===== src/rtl/ks_pkg.sv =====
// Shared types and constants for the Karplus-Strong voice scheduler.
package ks_pkg;

    localparam int unsigned SAMPLE_W = 16;
    localparam int unsigned LEN_W    = 10;
    localparam int unsigned MIN_LEN  = 2;
    localparam int unsigned INIT_PAD = 4;

    typedef enum logic [2:0] {
        StIdle,
        StTick,
        StSettle,
        StMix,
        StAlloc,
        StKill,
        StPluck,
        StInit
    } sched_state_t;

endpackage


===== src/rtl/ks_voice_alloc.sv =====
// Voice allocator: lowest-index free-voice encoder plus the round-robin steal pointer.
module ks_voice_alloc #(
    parameter int unsigned NumVoices = 4,
    parameter int unsigned IdxW      = $clog2(NumVoices)
) (
    input  logic                 clk_i,
    input  logic                 rst_ni,
    input  logic [NumVoices-1:0] used_i,
    input  logic                 advance_i,
    output logic                 free_o,
    output logic [IdxW-1:0]      free_idx_o,
    output logic [IdxW-1:0]      steal_ptr_o
);

    logic [IdxW-1:0] steal_ptr_q, steal_ptr_d;

    assign free_o = ~&used_i;

    always_comb begin
        free_idx_o = '0;
        for (int i = NumVoices - 1; i >= 0; i--) begin
            if (!used_i[i]) begin
                free_idx_o = IdxW'(i);
            end
        end
    end

    // Power-of-two voice count lets the pointer wrap naturally.
    assign steal_ptr_d = advance_i ? steal_ptr_q + IdxW'(1) : steal_ptr_q;

    always_ff @(posedge clk_i or negedge rst_ni) begin
        if (!rst_ni) begin
            steal_ptr_q <= '0;
        end else begin
            steal_ptr_q <= steal_ptr_d;
        end
    end

    assign steal_ptr_o = steal_ptr_q;

endmodule


===== src/rtl/ks_voice_scheduler.sv =====
// Note/tick scheduler and mixer for a bank of Karplus-Strong voices.
// Optional KS_SCHED_MUTE_EN adds a per-voice mute input that removes voices from the mix.
module ks_voice_scheduler
    import ks_pkg::*;
#(
    parameter int unsigned NumVoices = 4,
    parameter int unsigned LenW      = LEN_W,
    parameter int unsigned SampleW   = SAMPLE_W,
    parameter int unsigned SettleCyc = 8
) (
    input  logic                         clk_i,
    input  logic                         rst_ni,
    input  logic                         note_valid_i,
    output logic                         note_ready_o,
    input  logic [LenW-1:0]              note_len_i,
    input  logic                         sample_tick_i,
    output logic [NumVoices-1:0]         voice_pluck_o,
    output logic [NumVoices-1:0]         voice_data_over_o,
    output logic [NumVoices*LenW-1:0]    voice_len_o,
    input  logic [NumVoices*SampleW-1:0] voice_sample_i,
`ifdef KS_SCHED_MUTE_EN
    input  logic [NumVoices-1:0]         voice_mute_i,
`endif
    output logic [SampleW-1:0]           mix_out_o,
    output logic                         mix_valid_o,
    output logic                         overrun_o
);

    localparam int unsigned IdxW = $clog2(NumVoices);
    localparam int unsigned CntW = LenW + 1;
    localparam int unsigned SumW = SampleW + IdxW;

    sched_state_t state_q, state_d;

    logic [NumVoices-1:0]           used_q, used_d;
    logic [NumVoices-1:0]           live_q, live_d;
    logic                           tick_pend_q, tick_pend_d;
    logic                           overrun_q, overrun_d;
    logic [IdxW-1:0]                target_q, target_d;
    logic                           steal_q, steal_d;
    logic [LenW-1:0]                len_q, len_d;
    logic [CntW-1:0]                cnt_q, cnt_d;
    logic [NumVoices-1:0][LenW-1:0] voice_len_q, voice_len_d;
    logic [NumVoices-1:0]           pluck_q, pluck_d;
    logic [NumVoices-1:0]           dover_q, dover_d;
    logic [SampleW-1:0]             mix_out_q, mix_out_d;
    logic                           mix_valid_q, mix_valid_d;

    logic                 free_any;
    logic [IdxW-1:0]      free_idx;
    logic [IdxW-1:0]      steal_ptr;
    logic [IdxW-1:0]      alloc_tgt;
    logic                 tick_any;
    logic                 xfer;
    logic [LenW-1:0]      len_clamped;
    logic [NumVoices-1:0] mix_mask;
    logic [SumW-1:0]      mix_sum;

    assign tick_any     = tick_pend_q | sample_tick_i;
    assign note_ready_o = (state_q == StIdle) && !tick_any;
    assign xfer         = note_valid_i && note_ready_o;
    assign alloc_tgt    = free_any ? free_idx : steal_ptr;
    assign len_clamped  = (note_len_i < LenW'(MIN_LEN)) ? LenW'(MIN_LEN) : note_len_i;

    ks_voice_alloc #(
        .NumVoices (NumVoices),
        .IdxW      (IdxW)
    ) u_alloc (
        .clk_i       (clk_i),
        .rst_ni      (rst_ni),
        .used_i      (used_q),
        .advance_i   (xfer && !free_any),
        .free_o      (free_any),
        .free_idx_o  (free_idx),
        .steal_ptr_o (steal_ptr)
    );

`ifdef KS_SCHED_MUTE_EN
    assign mix_mask = live_q & ~voice_mute_i;
`else
    assign mix_mask = live_q;
`endif

    always_comb begin
        mix_sum = '0;
        for (int i = 0; i < NumVoices; i++) begin
            if (mix_mask[i]) begin
                mix_sum = mix_sum + SumW'(voice_sample_i[i*SampleW +: SampleW]);
            end
        end
    end

    always_comb begin
        state_d     = state_q;
        used_d      = used_q;
        live_d      = live_q;
        tick_pend_d = tick_pend_q;
        overrun_d   = overrun_q;
        target_d    = target_q;
        steal_d     = steal_q;
        len_d       = len_q;
        cnt_d       = cnt_q;
        voice_len_d = voice_len_q;
        mix_out_d   = mix_out_q;
        mix_valid_d = 1'b0;

        // Ticks outside IDLE are queued one deep; a second one is lost.
        if (state_q != StIdle && sample_tick_i) begin
            if (tick_pend_q) begin
                overrun_d = 1'b1;
            end else begin
                tick_pend_d = 1'b1;
            end
        end

        unique case (state_q)
            StIdle: begin
                if (tick_any) begin
                    state_d     = StTick;
                    tick_pend_d = tick_pend_q & sample_tick_i;
                end else if (xfer) begin
                    // Length is written on accept so it leads pluck by a cycle.
                    state_d                = StAlloc;
                    target_d               = alloc_tgt;
                    steal_d                = !free_any;
                    len_d                  = len_clamped;
                    voice_len_d[alloc_tgt] = len_clamped;
                    live_d[alloc_tgt]      = 1'b0;
                end
            end
            StTick: begin
                state_d = StSettle;
                cnt_d   = CntW'(SettleCyc - 1);
            end
            StSettle: begin
                if (cnt_q == '0) begin
                    state_d     = StMix;
                    mix_out_d   = mix_sum[SumW-1:IdxW];
                    mix_valid_d = 1'b1;
                end else begin
                    cnt_d = cnt_q - CntW'(1);
                end
            end
            StMix: begin
                state_d = StIdle;
            end
            StAlloc: begin
                state_d = steal_q ? StKill : StPluck;
                cnt_d   = CntW'(1);
            end
            StKill: begin
                if (cnt_q == '0) begin
                    state_d = StPluck;
                end else begin
                    cnt_d = cnt_q - CntW'(1);
                end
            end
            StPluck: begin
                used_d[target_q] = 1'b1;
                state_d          = StInit;
                cnt_d            = {1'b0, len_q} + CntW'(INIT_PAD - 1);
            end
            StInit: begin
                if (cnt_q == '0) begin
                    live_d[target_q] = 1'b1;
                    state_d          = StIdle;
                end else begin
                    cnt_d = cnt_q - CntW'(1);
                end
            end
            default: begin
                state_d = StIdle;
            end
        endcase
    end

    // Voice strobes are registered off the next state so they align with it.
    always_comb begin
        pluck_d = '0;
        dover_d = '0;
        case (state_d)
            StTick: begin
                dover_d = live_q;
            end
            StKill: begin
                pluck_d[target_d] = 1'b1;
                dover_d[target_d] = 1'b1;
            end
            StPluck: begin
                pluck_d[target_d] = 1'b1;
            end
            default: begin
                pluck_d = '0;
            end
        endcase
    end

    always_ff @(posedge clk_i or negedge rst_ni) begin
        if (!rst_ni) begin
            state_q     <= StIdle;
            used_q      <= '0;
            live_q      <= '0;
            tick_pend_q <= 1'b0;
            overrun_q   <= 1'b0;
            target_q    <= '0;
            steal_q     <= 1'b0;
            len_q       <= '0;
            cnt_q       <= '0;
            voice_len_q <= '0;
            pluck_q     <= '0;
            dover_q     <= '0;
            mix_out_q   <= '0;
            mix_valid_q <= 1'b0;
        end else begin
            state_q     <= state_d;
            used_q      <= used_d;
            live_q      <= live_d;
            tick_pend_q <= tick_pend_d;
            overrun_q   <= overrun_d;
            target_q    <= target_d;
            steal_q     <= steal_d;
            len_q       <= len_d;
            cnt_q       <= cnt_d;
            voice_len_q <= voice_len_d;
            pluck_q     <= pluck_d;
            dover_q     <= dover_d;
            mix_out_q   <= mix_out_d;
            mix_valid_q <= mix_valid_d;
        end
    end

    assign voice_pluck_o     = pluck_q;
    assign voice_data_over_o = dover_q;
    assign voice_len_o       = voice_len_q;
    assign mix_out_o         = mix_out_q;
    assign mix_valid_o       = mix_valid_q;
    assign overrun_o         = overrun_q;

endmodule

===== config.mk =====
export PLATFORM = sky130hd
export DESIGN_NAME = ks_voice_scheduler
export DESIGN_NICKNAME = d
export VERILOG_FILES = /design/src/rtl/ks_pkg.sv /design/src/rtl/ks_voice_alloc.sv /design/src/rtl/ks_voice_scheduler.sv
export SDC_FILE = /design/constraint.sdc
export NUM_CORES = 1
export LEC_CHECK = 0
export ABC_AREA = 1
export BUFFER_PORTS_ARGS = -buffer_cell sky130_fd_sc_hd__buf_2
export CORE_ASPECT_RATIO = 1.1
export CORE_MARGIN = 2
export CORE_UTILIZATION = 33
export DETAILED_ROUTE_END_ITERATION = 6
export PLACE_DENSITY_LB_ADDON = 0.2
export SKIP_CTS_REPAIR_TIMING = 1
export SYNTH_ARGS = -nofsm -noshare
export SYNTH_HDL_FRONTEND = slang
export SYNTH_HIERARCHICAL = 1
export SYNTH_SLANG_ARGS = --single-unit

===== constraint.sdc =====
create_clock -name clk_i -period 4.3 [get_ports clk_i]
set_input_delay 0.86 -clock clk_i [delete_from_list [all_inputs] [get_ports clk_i]]
set_output_delay 0.86 -clock clk_i [all_outputs]
set_load 0.05 [all_outputs]

==> results.tsv <==
stage	metric	value	unit
cts	CTS Buf Count	9	
pwr	Switching Fraction	0.491	
cells_and_area	Final #Nets	1610	
sta	Max-slew headroom	0.341	
detailed_routing	Routed Antenna Nets	0	
sta	Slew Limit Fails	0	
critical_path	Crit path arrival time	4.84	ns
detailed_routing	DRT Pass-1 Iters	5	
critical_path	Most common cell on crit path	nand2_1	
run	Max-Cap Viols	0	
floorplan	chip height	167	um
cells_and_area	sequential cell area	0.00260	mm2
min_path	worst hold path type	reg -> reg	
synth	post-synthesis register bit count	104	
sta	Tmin final	4.55	ns
grt	Global Route Usage Sum	0.202	
pwr	P_leak	6.17	nW
grt	GRT overflow	0	
placed_design	pre-CTS WS	-0.800	ns
synth	Synth cell types	48	
sta	hold slack	0.477	ns
floorplan	die area	0.0253	mm2
min_path	WHS Path Cells	2	
sta	RSZ-0062 raised after global routing	true	
critical_path	crit-path max FO	4	
critical_path	kind of start point of the critical path	input port	
critical_path	FF-to-FF End	mix_out_o[15]	
cells_and_area	Synth-to-Final Area Change	44.4	%
cells_and_area	fillers	2433	
critical_path	slowest stage delay, CP	0.36	ns
synth	Mapped Area	0.00792	mm2
critical_path	r2r worst-path depth	35	
pwr	power per cell area	468	mW/mm2
sta	endpoints failing hold	0	
critical_path	worst path required time	4.59	ns
min_path	Worst Hold End	voice_len_o[30]	
synth	async set-reset flop share out of synthesis	1.00	
critical_path	register-to-register setup slack	-0.21	ns
synth	synth warn	6	
sta	fmax	220	MHz
cts	Clock Path Buffers	2	
detailed_routing	DRC viols	0	
critical_path	Worst Path Class, Setup	in -> reg	
cts	worst skew pair latency	0.36	ns
sta	Final period util	1.06	
synth	Mapped Avg Cell Area	6.74	um2
detailed_routing	via count	8570	
synth	synth top area cells	dfrtp_1, nand2_1, ha_1	
synth	Post-synth EDFFs	0	
critical_path	Critical Path Slowest Stage Cell	fa_2	
min_path	HP Start	voice_len_o[30]	
pwr	Comb pwr share	0.566	
floorplan	# rows	59	
detailed_routing	drt wl/cell	14.5	um
placed_design	Placer Congestion	0.881	
grt	first-pass GRT wire length	40600	um
status	failing checks	setup timing	
critical_path	reg-to-reg startpoint	live_q[0]	
critical_path	Setup crit end kind	flop	
placed_design	port bufs	144	
placed_design	DP HPWL	20600	um
detailed_routing	1st-iter DRT viols	335	
floorplan	total I/O pin count	145	
synth	Post-Syn Instances	1175	
pwr	Psw	2.63	mW
detailed_routing	via/cell ratio	4.78	
cells_and_area	Ant. Diodes	0	
sta	Finish-stage setup viols	8	
cts	clk slew on worst S/H paths	0.08	ns
detailed_routing	routed wire length	26000	um
cts	H-Tree Depth	3	
floorplan	Die X	152	um
cts	CTS sink count	104	
cts	CTS tree	built	
sta	Worst Tran Pin Value	0.989	ns
floorplan	total core area	0.0236	mm2
synth	Synthesized Nets	1302	
status	status	finished with violations	
pwr	internal power	2.72	mW
cells_and_area	Multi-input gate area	0.00545	mm2
synth	Yosys top cell area share	0.328	
cts	Root Buffer	clkbuf_16	
synth	Seq/Total Area, Yosys	0.328	
floorplan	initial core utilization	0.335	
grt	pin count of the biggest net entering global routing	80	
cells_and_area	share of layout cells above drive strength 1	0.358	
pwr	VDD IR max	0.000390	V
grt	initial antenna violation count	0	
synth	ys flop type	dfrtp_1	
pwr	sequential fraction of design power	0.279	
synth	Yosys top cell by area	dfrtp_1	
sta	PnR worst setup slack	-0.248	ns
sta	Clock Skew	0.0150	ns
pwr	Clock Power Share	0.155	
grt	via count of the first global-routing pass	8295	
[cell usage in the layout, fill, tap and decap left out, types with 17 or more instances in the layout]
| cell | instances |
|---|---|
| nand2_1 | 328 |
| buf_4 | 170 |
| buf_2 | 142 |
| inv_1 | 141 |
| dfrtp_1 | 104 |
| nand3_1 | 77 |
| o21ai_0 | 77 |
| nor2_1 | 70 |
| nand2_2 | 41 |
| a21oi_1 | 38 |
| ha_4 | 27 |
| a21oi_2 | 25 |
| ha_1 | 20 |
| inv_2 | 19 |
| xor2_1 | 17 |
[power by group through the flow]
| stage | combinational, mW | sequential [mW] | clock [mW] |
|---|---|---|---|
| 6_report | 3.03 | 1.49 | 0.833 |
| 5_1_grt | 3.35 | 1.54 | 0.901 |
| 4_1_cts | 2.82 | 1.50 | 0.869 |
| 3_5_place_dp | 2.81 | 1.51 | 0 |
| 3_3_place_gp | 2.79 | 1.51 | 0 |
| 2_1_floorplan | 1.39 | 2.06 | 0 |
[critical path: cells and delay by family]
| kind | cells | cell delay, ns |
|---|---|---|
| xor+xnor | 1 | 0.16 |
| buf+inv | 3 | 0.28 |
| compound gates | 3 | 0.43 |
| simple gates | 24 | 2.07 |
| fa+ha+maj | 4 | 1.03 |
[state kept, by name (all words and copies together), names as in the netlist]
register / cells
voice_data_over_o: 4
mix_valid_o: 1
voice_len_o: 40
overrun_o: 1
state_q: 3
live_q: 4
used_q: 4
steal_q: 1
u_alloc/steal_ptr_o: 2
cnt_q: 11
len_q: 10
tick_pend_q: 1
voice_pluck_o: 4
target_q: 2
mix_out_o: 16
[cell type report]
cell class | count | area share
multi-input cells | 887 | 0.476
flip-flops and latches | 104 | 0.228
repair buffers | 320 | 0.183
inverters | 161 | 0.0528
well taps | 305 | 0.0334
clock buffers | 9 | 0.0197
clock inverters | 7 | 0.00711
[per-stage QoR]
step	TNS (ns)	utilization	power [mW]	cells	area [um2]
6_report	-1.06	0.484	5.35	1793	11400
2_1_floorplan	-0.106	-	3.45	1175	8140
4_1_cts	-3.06	0.450	5.19	1774	10600
5_1_grt	-3.85	0.484	5.79	1793	11400
3_3_place_gp	-7.80	0.437	4.30	1758	10300
3_5_place_dp	-7.85	0.437	4.33	1758	10300
[metal layers]
metal / up-vias / wire [um] / global-route usage
li1: 4426 / - / -
met1: 3942 / 11300 / 0.247
met2: 172 / 13100 / 0.359
met3: 30 / 1050 / 0.0307
met4: 0 / 590 / 0.0648
met5: - / 0 / 0
[synthesized netlist by cell type (all sizes together), types with 10 or more instances]
library cell and n:
nand2 379, inv 160, dfrtp 104, o21ai 102, nand3 93, nor2 85, a21oi 67, ha 47
xor2 18, nor3 17, buf 14, o21bai 11, o22ai 11, nand4 10
[logic make-up after synthesis]
| logic type | share of synthesized area |
|---|---|
| buffers and inverters | 0.0936 |
| adders and majority gates | 0.0793 |
| xor gates and xnor gates | 0.0265 |
| and+or+nand+nor | 0.327 |
| DFF | 0.328 |
| AOI/OAI and AO/OA | 0.145 |
[worst max-delay path by stage]
stage	start	end	slack [ns]	cells past startpoint
final	voice_sample_i[0]	mix_out_o[15]	-0.25	35
after global routing	live_q[0]	mix_out_o[15]	-0.47	33
after CTS	voice_sample_i[0]	mix_out_o[15]	-0.44	29
after detailed placement	voice_sample_i[0]	mix_out_o[15]	-0.80	29
after global placement	voice_sample_i[1]	mix_out_o[15]	-0.82	35
after floorplan	voice_sample_i[0]	mix_out_o[15]	-0.04	32
(Power assumes the default switching activity.)
